===== config.mk =====
export PLATFORM = sky130hd
export DESIGN_NAME = motor_throttle_sequencer
export DESIGN_NICKNAME = d
export VERILOG_FILES = /design/src/rtl/motor_throttle_sequencer.sv
export SDC_FILE = /design/constraint.sdc
export NUM_CORES = 1
export LEC_CHECK = 0
export ABC_CLOCK_PERIOD_IN_PS = 2000
export BUFFER_PORTS_ARGS = -buffer_cell sky130_fd_sc_hd__buf_4
export CORE_ASPECT_RATIO = 0.8
export CORE_MARGIN = 2
export CORE_UTILIZATION = 47
export DETAILED_ROUTE_END_ITERATION = 8
export PLACE_DENSITY = 0.68
export SLEW_MARGIN = 10
export SYNTH_ARGS = -nofsm -noshare
export SYNTH_HDL_FRONTEND = slang
export SYNTH_SLANG_ARGS = --single-unit

===== constraint.sdc =====
create_clock -name clk_in -period 2 [get_ports clk_in]
set_input_delay 0.1 -clock clk_in [delete_from_list [all_inputs] [get_ports clk_in]]
set_output_delay 0.1 -clock clk_in [all_outputs]
set_load 0.01 [all_outputs]

===== src/rtl/motor_throttle_sequencer.sv =====
// Arm/disarm sequencing, per-motor throttle targets and frame-aligned duty updates for four PWM
// channels. Define SLEW_LIMIT_EN to rate-limit duty changes at each ARMED frame boundary.
module motor_throttle_sequencer #(
  parameter int unsigned ARM_PERIODS     = 64,
  parameter int unsigned TIMEOUT_PERIODS = 512,
  parameter logic [7:0]  IDLE_DUTY       = 8'd10,
  parameter int unsigned RAMP_STEP       = 4
) (
  input  logic        clk_in,
  input  logic        rst_n_in,
  input  logic        arm_in,
  input  logic        cmd_valid_in,
  output logic        cmd_ready_out,
  input  logic [1:0]  cmd_motor_in,
  input  logic [7:0]  cmd_value_in,
  output logic [31:0] duty_out,
  output logic        frame_tick_out,
  output logic [1:0]  state_out
);

  localparam logic [1:0] StDisarmed = 2'd0;
  localparam logic [1:0] StArming   = 2'd1;
  localparam logic [1:0] StArmed    = 2'd2;
  localparam logic [1:0] StFailsafe = 2'd3;

  localparam int unsigned WdW  = $clog2(TIMEOUT_PERIODS + 1);
  localparam int unsigned ArmW = $clog2(ARM_PERIODS + 1);
  localparam logic [WdW-1:0]  TimeoutLim = WdW'(TIMEOUT_PERIODS);
  localparam logic [ArmW-1:0] ArmLim     = ArmW'(ARM_PERIODS);

  // A zero period or step would stall the sequencer, so refuse it at elaboration.
  if (ARM_PERIODS == 0 || TIMEOUT_PERIODS == 0 || RAMP_STEP == 0) begin : gen_param_check
    $error("motor_throttle_sequencer: ARM_PERIODS, TIMEOUT_PERIODS, RAMP_STEP must be nonzero");
  end

`ifdef SLEW_LIMIT_EN
  localparam logic [7:0] RampStep = (RAMP_STEP > 255) ? 8'd255 : 8'(RAMP_STEP);

  function automatic logic [7:0] slew_step(input logic [7:0] cur, input logic [7:0] tgt);
    logic [8:0] up;
    up = {1'b0, cur} + {1'b0, RampStep};
    if (tgt > cur) begin
      slew_step = (up > {1'b0, tgt}) ? tgt : up[7:0];
    end else if (cur - tgt > RampStep) begin
      slew_step = cur - RampStep;
    end else begin
      slew_step = tgt;
    end
  endfunction
`endif

  logic [1:0]            state_q, state_d;
  logic [7:0]            cnt_q, cnt_d;
  logic [3:0][7:0]       duty_q, duty_d;
  logic [3:0][7:0]       target_q, target_d;
  logic [WdW-1:0]        wdog_q, wdog_d, wdog_inc;
  logic [ArmW-1:0]       armc_q, armc_d, armc_inc;
  logic                  ready_q, ready_d;
  logic                  boundary;
  logic                  accept;
  logic [7:0]            cmd_clamped;

  assign boundary    = (cnt_q == 8'hff);
  assign accept      = cmd_valid_in & ready_q;
  assign cmd_clamped = (cmd_value_in < IDLE_DUTY) ? IDLE_DUTY : cmd_value_in;
  assign wdog_inc    = wdog_q + WdW'(1);
  assign armc_inc    = armc_q + ArmW'(1);

  always_comb begin
    state_d  = state_q;
    cnt_d    = cnt_q + 8'd1;
    duty_d   = duty_q;
    target_d = target_q;
    wdog_d   = wdog_q;
    armc_d   = armc_q;

    case (state_q)
      StDisarmed: begin
        duty_d = '0;
        if (arm_in) begin
          state_d  = StArming;
          armc_d   = '0;
          target_d = {4{IDLE_DUTY}};
        end
      end

      StArming: begin
        if (!arm_in) begin
          state_d  = StDisarmed;
          duty_d   = '0;
          target_d = '0;
        end else if (boundary) begin
          duty_d = {4{IDLE_DUTY}};
          armc_d = armc_inc;
          if (armc_inc == ArmLim) begin
            state_d = StArmed;
            wdog_d  = '0;
          end
        end
      end

      StArmed: begin
        if (!arm_in) begin
          state_d  = StDisarmed;
          duty_d   = '0;
          target_d = '0;
        end else begin
          if (accept) begin
            target_d[cmd_motor_in] = cmd_clamped;
            wdog_d                 = '0;
          end
          // The boundary applies the pre-edge targets; a kick on this edge still resets the dog.
          if (boundary) begin
            if (!accept && wdog_inc == TimeoutLim) begin
              state_d = StFailsafe;
              duty_d  = '0;
            end else begin
              if (!accept) begin
                wdog_d = wdog_inc;
              end
              for (int n = 0; n < 4; n++) begin
`ifdef SLEW_LIMIT_EN
                duty_d[n] = slew_step(duty_q[n], target_q[n]);
`else
                duty_d[n] = target_q[n];
`endif
              end
            end
          end
        end
      end

      default: begin
        duty_d = '0;
        if (!arm_in) begin
          state_d  = StDisarmed;
          target_d = '0;
        end
      end
    endcase

    ready_d = (state_d == StArmed);
  end

  always_ff @(posedge clk_in or negedge rst_n_in) begin
    if (!rst_n_in) begin
      state_q  <= StDisarmed;
      cnt_q    <= '0;
      duty_q   <= '0;
      target_q <= '0;
      wdog_q   <= '0;
      armc_q   <= '0;
      ready_q  <= 1'b0;
    end else begin
      state_q  <= state_d;
      cnt_q    <= cnt_d;
      duty_q   <= duty_d;
      target_q <= target_d;
      wdog_q   <= wdog_d;
      armc_q   <= armc_d;
      ready_q  <= ready_d;
    end
  end

  assign cmd_ready_out  = ready_q;
  assign duty_out       = duty_q;
  assign frame_tick_out = boundary;
  assign state_out      = state_q;

endmodule

* Yosys cells after proc, flatten, opt, wreduce, memory -nomap -nowiden
Cells that the tools add are included.
Storage, ports and cells: input bits 14, output and inout bits 36, bits in registers 92, logic and storage cells 82
Operators by class: add/subtract/negate cells 3, $lt $le $gt $ge 3, equal/unequal tests 15, bitwise logic cells 1, reduce and logical (&&, ||, !) cells 10, muxes and demuxes 37
Operator list (count):
- $mux 32 | 9
- $pmux 32 s2 | 2
- $mux 10 | 8
- $bwmux 32 | 1
- $mux 7 | 3
- $pmux 10 s2 | 1
- $demux 8 s2 | 1
- $mux 2 | 8
- $mux 8 | 2
- $pmux 7 s2 | 1
- $add 10x1->10 const B | 1
- $eq 10x10->1 const B | 1
- $ne 2x2->1 const B | 5
- $ne 3x3->1 const B | 3
- $add 8x1->8 const B | 1
- $eq 8x8->1 const B | 1
- $lt 8x4->1 const B | 1
- $add 7x1->7 const B | 1
- $eq 7x7->1 const B | 1
- $pmux 2 s3 | 1
- $reduce_and 5->1 | 1
- $eq 2x2->1 const B | 2
- $reduce_and 4->1 | 1
- $reduce_bool 2->1 | 2
- other kinds (10) | 11

* Longest topological paths before layout
Gate-level depths: netlist (run 1).
depth in word-level cells 8, mapped depth 10, depth with buffers taken out 8

* Worst setup path after synthesis (run 1)
OpenSTA, ideal clock, no wires.
kind register to register, start point reg state_q[0], in the netlist state_out[0], end point reg target_q[8] (netlist name), required time 1.868 ns, stages on the path, launching flop included 11, arrival time 2.103 ns, buffers on the path 3, library setup time 0.132 ns, path slack -0.235 ns, clock period less this slack 2.235 ns, cell sequence dfrtp_1 > inv_1 > ha_1 > and2_1 > clkbuf_1 > o22ai_1 > clkbuf_1 > and2_1 > buf_2 > mux2i_1 > nor2_1
Between the ends: cells in the longest elaborated chain, start to end 3, elaborated cells between the ends (all ways) 7, those cells by class 4 x eq/ne; 1 x mux; 2 x reduce/logical
Ends and longest elaborated chain:
- start: declaration | RTL line 52 | logic [1:0] state_q, state_d;
- start signal: assignment | RTL line 147 | state_q <= StDisarmed;
- start signal: assignment | RTL line 155 | state_q <= state_d;
- $eq 2x2->1 / $logic_not 2->1 (equally long branches) | RTL line 77 | case (state_q)
- $ne 3x1->1 (no source line) (tied with other cells)
- $reduce_and 3->1 (no source line)
- end signal: assignment | RTL line 158 | target_q <= target_d;
- end: declaration | RTL line 55 | logic [3:0][7:0] target_q, target_d;
Parallel ways exist; a longest one is shown, timed or not. A chain may end at the register's enable or synchronous reset.

* Final worst setup path (run 1)
start point reg wdog_q[1], end point reg duty_q, in the netlist duty_out[30]
Between the ends: cells in the longest elaborated chain, start to end 7
Ends and longest elaborated chain:
- start: declaration | RTL line 56 | logic [WdW-1:0] wdog_q, wdog_d, wdog_inc;
- start signal: assignment | RTL line 159 | wdog_q <= wdog_d;
- $add 10x1->10 | RTL line 66 | assign wdog_inc = wdog_q + WdW'(1);
- $eq 10x10->1 | RTL line 114 | if (!accept && wdog_inc == TimeoutLim) begin
- $logic_and 1x1->1 | RTL line 114
- $mux 32 | RTL line 114
- $mux 32 | RTL line 113 | if (boundary) begin
- $mux 32 | RTL line 103 | if (!arm_in) begin
- $pmux 32 s2 | RTL line 77
- end signal: assignment | RTL line 157 | duty_q <= duty_d;
- end: declaration | RTL line 54 | logic [3:0][7:0] duty_q, duty_d;
Every way passes these cells. The select of a mux whose other input is x is not followed.

==> metrics, run 1 <==
outcome finished, violations left; failing checks negative setup slack; Detail Route Antenna Nets 0; largest net degree at the start of global routing 56; Flop pwr share 48.9%; CTS max path bufs 2; hold depth 3; filler cell count 695; Die Y-Extent 89.2 um; worst vdd ir 0.000602 V; GP Congestion 0.868; final setup margin -190 ps; die area 9850 sq um; Synth-to-Final Area Change 37.1%; drt wl/cell 16.5 um; Clock power frac 41.7%; Final Hold Fails 0; DRT Pass-1 Iters 5; port bufs 49; Post-synth ARST share 100%; crit path max fanout 15; multiplexer area fraction after synthesis 6.02%; post-synthesis adder-cell area fraction 2.35%; FF-to-FF path depth 9; setup TNS -6690 ps; top cells by count, synth 92 x dfrtp_1, 38 x nand2_1, 38 x nor2_1; number of synthesized flops with an enable pin 0; Post-Syn Area 4260 sq um; initial DRC count 259; Yosys top cell area share 54.0%; largest area contributor in the netlist dfrtp_1; P_sw 993 uW; ant diodes 0; Worst setup EP type register; total track usage 20.8%; relative slew slack 51.1%; critical path type register to register; H-tree depth 3; Max Fclk 457 MHz; Cell Pwr Density 693 nW/um^2; Nets 531; via count 3544; GR Overflow Total 0; placed cell count 593; Initial Util 47.8%; clk sinks 92; Leak 2.81 nW; Worst Path Required 2230 ps; Die W 110 um; sw frac 24.5%; first-pass GRT wire length 16200 um; Synth Area in Simple Gates 14.0%; initial antenna violation count 0; io pins 50; Tightest Pin Transition 727 ps; layout cell share with drive strength beyond 1 33.5%; crit path DAT 2420 ps; Comb power frac 9.3%; Top FF cell, synth dfrtp_1; Max-cap violations 0; YS warnings 0; DP HPWL 6910 um; Worst-Skew Late Latency 340 ps; Syn Area/Cell 10.8 sq um; # setup viols final 43; XOR/XNOR Fraction of Synth Area 1.85%; CTS clock-pin slew for the worst setup and hold paths 60 ps; post-synthesis sequential area ratio 54.0%; Slew Viols, Final 0; compound-gate portion of the synthesized area 19.0%; Yosys cell types 53; post-synth net total 418; most frequent cell after synthesis dfrtp_1; Root Driver clkbuf_16; Internal 3.06 mW; skew final 4.67 ps; Tmin final 2190 ps; DRC viols 0; #FFs+latches synth 92; cell row count 31; Finished Layout Cells 629; vias in the first global route 3308; dominant cells by area after synthesis dfrtp_1 54%, a22o_1 5.8%, mux2i_1 5.4%; Num CTS Buffers 9; RSZ-0062 raised after global routing yes; critical path launch point type register; Hold Crit Class primary input to register; vias per cell 5.63; largest family of logic cells by synthesized area compound AO/OA/AOI/OAI gates; Core Footprint 8920 sq um; crit share post-route 109%; CTS tree yes; Post-Syn Instances 396; final WL 10400 um
==> cells in the final DEF, fill, tap and decap left out, drive strengths merged, types with 2 or more instances in the layout <==
| cell type | n |
|---|---|
| dfrtp | 92 |
| xor2 | 3 |
| o21ai | 27 |
| a22o | 28 |
| mux2i | 23 |
| ha | 8 |
| mux2 | 2 |
| or4 | 2 |
| and3 | 3 |
| a21o | 3 |
| or3 | 3 |
| nand2 | 38 |
| o311ai | 4 |
| inv | 12 |
| nand2b | 2 |
| a21boi | 2 |
| a31oi | 4 |
| nor3 | 3 |
| nand4 | 2 |
| o31ai | 4 |
| nand3 | 18 |
| nor2 | 38 |
| o22ai | 2 |
| a21oi | 15 |
| buf | 119 |
| clkbuf | 11 |
| o41ai | 4 |
| a221o | 8 |
| and2 | 6 |
| and4 | 2 |
| nor2b | 3 |
| xnor2 | 6 |
==> worst paths after layout <==
kind | from | to | slack [ps]
worst min-delay path | cmd_value_in[7] | target_q[7]$_DFFE_PN0P_ | 60
worst max-delay path | wdog_q[1]$_DFFE_PN0P_ | duty_out[30]$_DFFE_PN0P_ | -190
worst max register to register | wdog_q[1]$_DFFE_PN0P_ | duty_out[30]$_DFFE_PN0P_ | -190
worst min register to register | cnt_q[7]$_DFF_PN0_ | cnt_q[7]$_DFF_PN0_ | 470
max in group asynchronous | rst_n_in | duty_out[23]$_DFFE_PN0P_ | 1060
min in group asynchronous | rst_n_in | wdog_q[8]$_DFFE_PN0P_ | 270
==> per-layer routing <==
layer | part of all wire, % | track usage [%]
met1 | 46 | 28.4
met2 | 48 | 33.2
met3 | 4.1 | 5.02
met4 | 1.5 | 6.93
met5 | 0 | 0
==> critical path, stage by stage (launching register included) <==
cell and delay, ps:
dfrtp_2 440, ha_4 200, nand2_4 110, mux2i_4 250, a31oi_4 120, o31ai_4 380
nor3_4 90, buf_12 170, buf_12 130, a22o_1 180
==> kinds of logic after synthesis <==
group	count (synthesis)
AOI/OAI and AO/OA	110
xor gates and xnor gates	9
adders and majority gates	8
buffers and inverters	28
DFF	92
muxes	25
and+or+nand+nor	124
==> area by class of cell <==
type                    instances  area (sq um)  area share [%]
well taps                     115           144            2.46
inverters                      10          37.5           0.642
flip-flops and latches         92          2310            39.5
multi-input cells             276          2070            35.4
clock buffers                  11           233            3.98
clock inverters                 5          60.1            1.03
repair buffers                120           993            17.0
==> sequential cells by signal (all words and copies together) (netlist names) <==
register and cells:
state_out 2, target_q 32, cmd_ready_out 1, wdog_q 10
duty_out 32, cnt_q 8, armc_q 7
==> per-stage QoR <==
| step | setup slack, ps | power, mW | utilization [%] | instance area (sq um) | hold WS (ps) |
|---|---|---|---|---|---|
| floorplan | -56.5 | 2.22 | - | 4340 | -196 |
| detailed placement | -212 | 2.38 | 58.5 | 5220 | 102 |
| global placement | -163 | 2.36 | 58.5 | 5220 | 97.3 |
| finish | -190 | 4.05 | 65.5 | 5840 | 56.0 |
| CTS | -158 | 4.06 | 63.0 | 5620 | 49.4 |
| global route | -281 | 4.21 | 65.5 | 5840 | 69.7 |
==> repair_timing <==
action	CTS	global route
hold endpoints to repair	37	0
setup endpoints to repair	46	62
pin swaps	5	16
gates resized for setup	11	25
setup buffers	10	12
hold buffers	1	0
==> power by group through the flow <==
stage	logic [mW]	clock network, mW	registers (mW)
2_1_floorplan	0.211	0	2.01
3_3_place_gp	0.353	0	2.01
3_5_place_dp	0.362	0	2.01
4_1_cts	0.367	1.71	1.98
5_1_grt	0.430	1.79	1.99
6_report	0.378	1.69	1.98
(Power assumes the default switching activity.)
==> inputs of run 2 (changes only) <==
--- a/config.mk
+++ b/config.mk
@@ -5,6 +5,7 @@
 export SDC_FILE = /design/constraint.sdc
 export NUM_CORES = 1
 export LEC_CHECK = 0
+export ABC_AREA = 1
 export ABC_CLOCK_PERIOD_IN_PS = 2000
 export BUFFER_PORTS_ARGS = -buffer_cell sky130_fd_sc_hd__buf_4
 export CORE_ASPECT_RATIO = 0.8
==> run 2 against run 1 <==
  * The run now ends clean
  * Final cell count is 15% higher
  * Fmax increased by 16%
  * First-iteration DRC count decreased by 23%
  * Critical path type unchanged
==> metrics, run 2 <==
CTS tree yes; crit share post-route 94.5% (-15 points); Core Footprint 9080 sq um (+1.7%); Yosys cell types 33 (-38%); final setup margin 110 ps (+300 ps); skew final 8.10 ps (+3.43 ps); worst path cell trace inv_1 -> ha_1 -> nand2_1 -> inv_1 -> o21ai_0 -> inv_1 -> buf_4 -> a32o_1; M3 GR Usage 5.23% (+0.22 points); filler cell count 777 (+12%); Synth-to-Final Area Change 28.0%; first-pass GRT wire length 17600 um (+8.4%); Max-cap violations 0 (unchanged); Die Y-Extent 90.6 um (+1.6%); Post-Syn Area 4410 sq um (+3.4%); Post-synth ARST share 100% (unchanged); commonest non-fill, non-tap cell in the layout nand2_1; Root Driver clkbuf_16; cell row count 31 (unchanged); number of synthesized flops with an enable pin 0 (unchanged); area of the multi-input gates 1940 sq um (-6.2%); # setup viols final 0 (-100%); RSZ-0062 raised after global routing yes; via count 3808 (+7.4%); Final Cell Area 5640 sq um (-3.4%); largest area contributor in the netlist dfrtp_1; total track usage 21.5% (+0.69 points); placed cell count 693 (+17%); Die W 112 um (+1.6%); Setup WS pre-CTS -83.8 ps (+128 ps); CP max stage cell dfrtp_2; top cells by count, synth 117 x nand2_1, 92 x dfrtp_1, 65 x inv_1; met1 Track Usage GR 31.7% (+3.3 points); CTS clock-pin slew for the worst setup and hold paths 70 ps (about the same); io pins 50 (unchanged); Cell Pwr Density 965 nW/um^2 (+39%); GR Overflow Total 0 (unchanged); drt wl/cell 14.7 um (-11%); Reg area 2310 sq um (-0.11%); critical path type register to register; outcome complete, no violations; Tmin final 1890 ps (-300 ps); Finished Layout Cells 726 (+15%); vias in the first global route 3589 (+8.5%); Yosys top cell area share 52.2% (-1.8 points); Leak 2.69 nW (-4.5%); busiest grt layer met2; ant diodes 0 (unchanged); Top FF cell, synth dfrtp_1; initial DRC count 200 (-23%); DRT Pass-1 Iters 5 (unchanged); critical path launch point type register; CTS max path bufs 2 (unchanged); Worst Path Required 2230 ps (about the same); DP HPWL 7270 um (+5.3%); cell mode on critical path inv_1; post-synth net total 541 (+29%); Hold Crit Class primary input to register; Final Hold Fails 0 (unchanged); relative slew slack 64.9% (+14 points); layout cell share with drive strength beyond 1 25.5% (-7.9 points); die area 10200 sq um (+3.3%); Syn Area/Cell 8.49 sq um (-21%); final WL 10600 um (+2.8%); crit path DAT 2120 ps (-300 ps); Worst-Skew Late Latency 340 ps (about the same); largest net degree at the start of global routing 51 (-8.9%); GRT met2 Usage 31.9% (-1.4 points); Initial Util 48.6% (+0.78 points); Slew Viols, Final 0 (unchanged); crit path max fanout 26 (+11); post-synthesis sequential area ratio 52.2% (-1.8 points); Post-Syn Instances 519 (+31%); dominant cells by area after synthesis dfrtp_1 52%, nand2_1 10%, o21ai_0 6.1%; Detail Route Antenna Nets 0 (unchanged); Worst setup EP type register; Num CTS Buffers 9 (unchanged); max incr delay on CP 420 ps (-20 ps); GP Congestion 0.819 (-5.7%); #FFs+latches synth 92 (unchanged); port bufs 49 (unchanged); worst vdd ir 0.000537 V (-11%); area post-placement 5040 sq um (-3.3%); initial antenna violation count 0 (unchanged); Tightest Pin Transition 523 ps (-204 ps); DRC viols 0 (unchanged); YS warnings 0 (unchanged); most frequent cell after synthesis nand2_1; clk sinks 92 (unchanged); H-tree depth 3 (unchanged); most frequent cells in the layout 111 x nand2_1, 89 x dfrtp_1, 84 x buf_4, 60 x inv_1, 52 x o21ai_0; Nets 628 (+18%); vias per cell 5.25 (-6.9%); Max Fclk 529 MHz (+16%)
## run 2: cell types whose count changed after synthesis, sizes merged, moves of 6 or more
cell and change:
o211ai +9, a21oi +13, nor2 +19, o21ai +42, a32o +8, mux2i -23, a22o -26, a211oi +7
a221o -8, inv +59, and2 -6, nand2 +82, xor2 +6
## run 2: cell type report
| cell class | count | area share (%) |
|---|---|---|
| Multi-Input combinational cell | 346 | 34.4 |
| Clock inverter | 7 | 1.22 |
| Sequential cell | 92 | 40.9 |
| Clock buffer | 9 | 3.99 |
| Timing Repair Buffer | 88 | 12.3 |
| Inverter | 69 | 4.75 |
| Tap cell | 115 | 2.55 |
## run 2: stage by stage
stage	util [%]	power, mW	hold slack (ps)	setup TNS, ps
2_1_floorplan	-	3.14	-196	0
3_3_place_gp	55.6	3.62	16.2	0
3_5_place_dp	55.6	3.66	24.6	-475
4_1_cts	59.7	5.34	67.1	0
5_1_grt	62.2	5.77	72.2	-427
6_report	62.2	5.44	70.4	0
## run 2: final timing paths
check                                              start                  endpoint  slack, ps  depth (start not counted)
worst min-delay path                     cmd_value_in[6]  target_q[30]$_DFFE_PN0P_         70                          3
worst max register to register    state_out[0]$_DFF_PN0_  duty_out[18]$_DFFE_PN0P_        110                          8
worst min register to register  duty_out[30]$_DFFE_PN0P_  duty_out[30]$_DFFE_PN0P_        490                          2
max in group asynchronous                       rst_n_in     wdog_q[4]$_DFFE_PN0P_       1200                          3
worst max-delay path              state_out[0]$_DFF_PN0_  duty_out[18]$_DFFE_PN0P_        110                          8
min in group asynchronous                       rst_n_in     armc_q[0]$_DFFE_PN0P_        190                          2
## run 2: power by group
group	internal (mW)	switching, mW
Sequential	2.12	0.128
Clock	0.873	0.794
Combinational	0.518	1.01
Total	3.51	1.93
## run 2: kinds of logic after synthesis
kind of cell	count (synthesis)	synth area share [%]
compound gates	125	16.5
xor+xnor	11	2.19
fa+ha+maj	8	2.27
buf+inv	81	7.35
flops	92	52.2
simple gates	202	19.5
## run 2: what timing repair did
| item | 4_1_cts | 5_1_grt |
|---|---|---|
| buffers inserted | 6 | 10 |
| endpoints found under the setup margin | 23 | 78 |
| resized for setup | 7 | 41 |
| hold endpoints to repair | 21 | 0 |
| gates cloned | 0 | 0 |
| hold buffers | 1 | 0 |
| pin swaps | 1 | 16 |
## run 2: per-layer routing
metal | part of all wire (%) | vias up
met1 | 48 | 1821
met3 | 5.4 | 7
li1 | - | 1867
met2 | 46 | 113
met4 | 0.93 | 0
met5 | 0 | -
## run 2: worst max-delay path: cells and delay by family, from the launching register on
family / cells / cell delay [ps]
compound gates: 2 / 470
simple gates: 1 / 120
flops: 1 / 420
fa+ha+maj: 1 / 220
buf+inv: 4 / 530
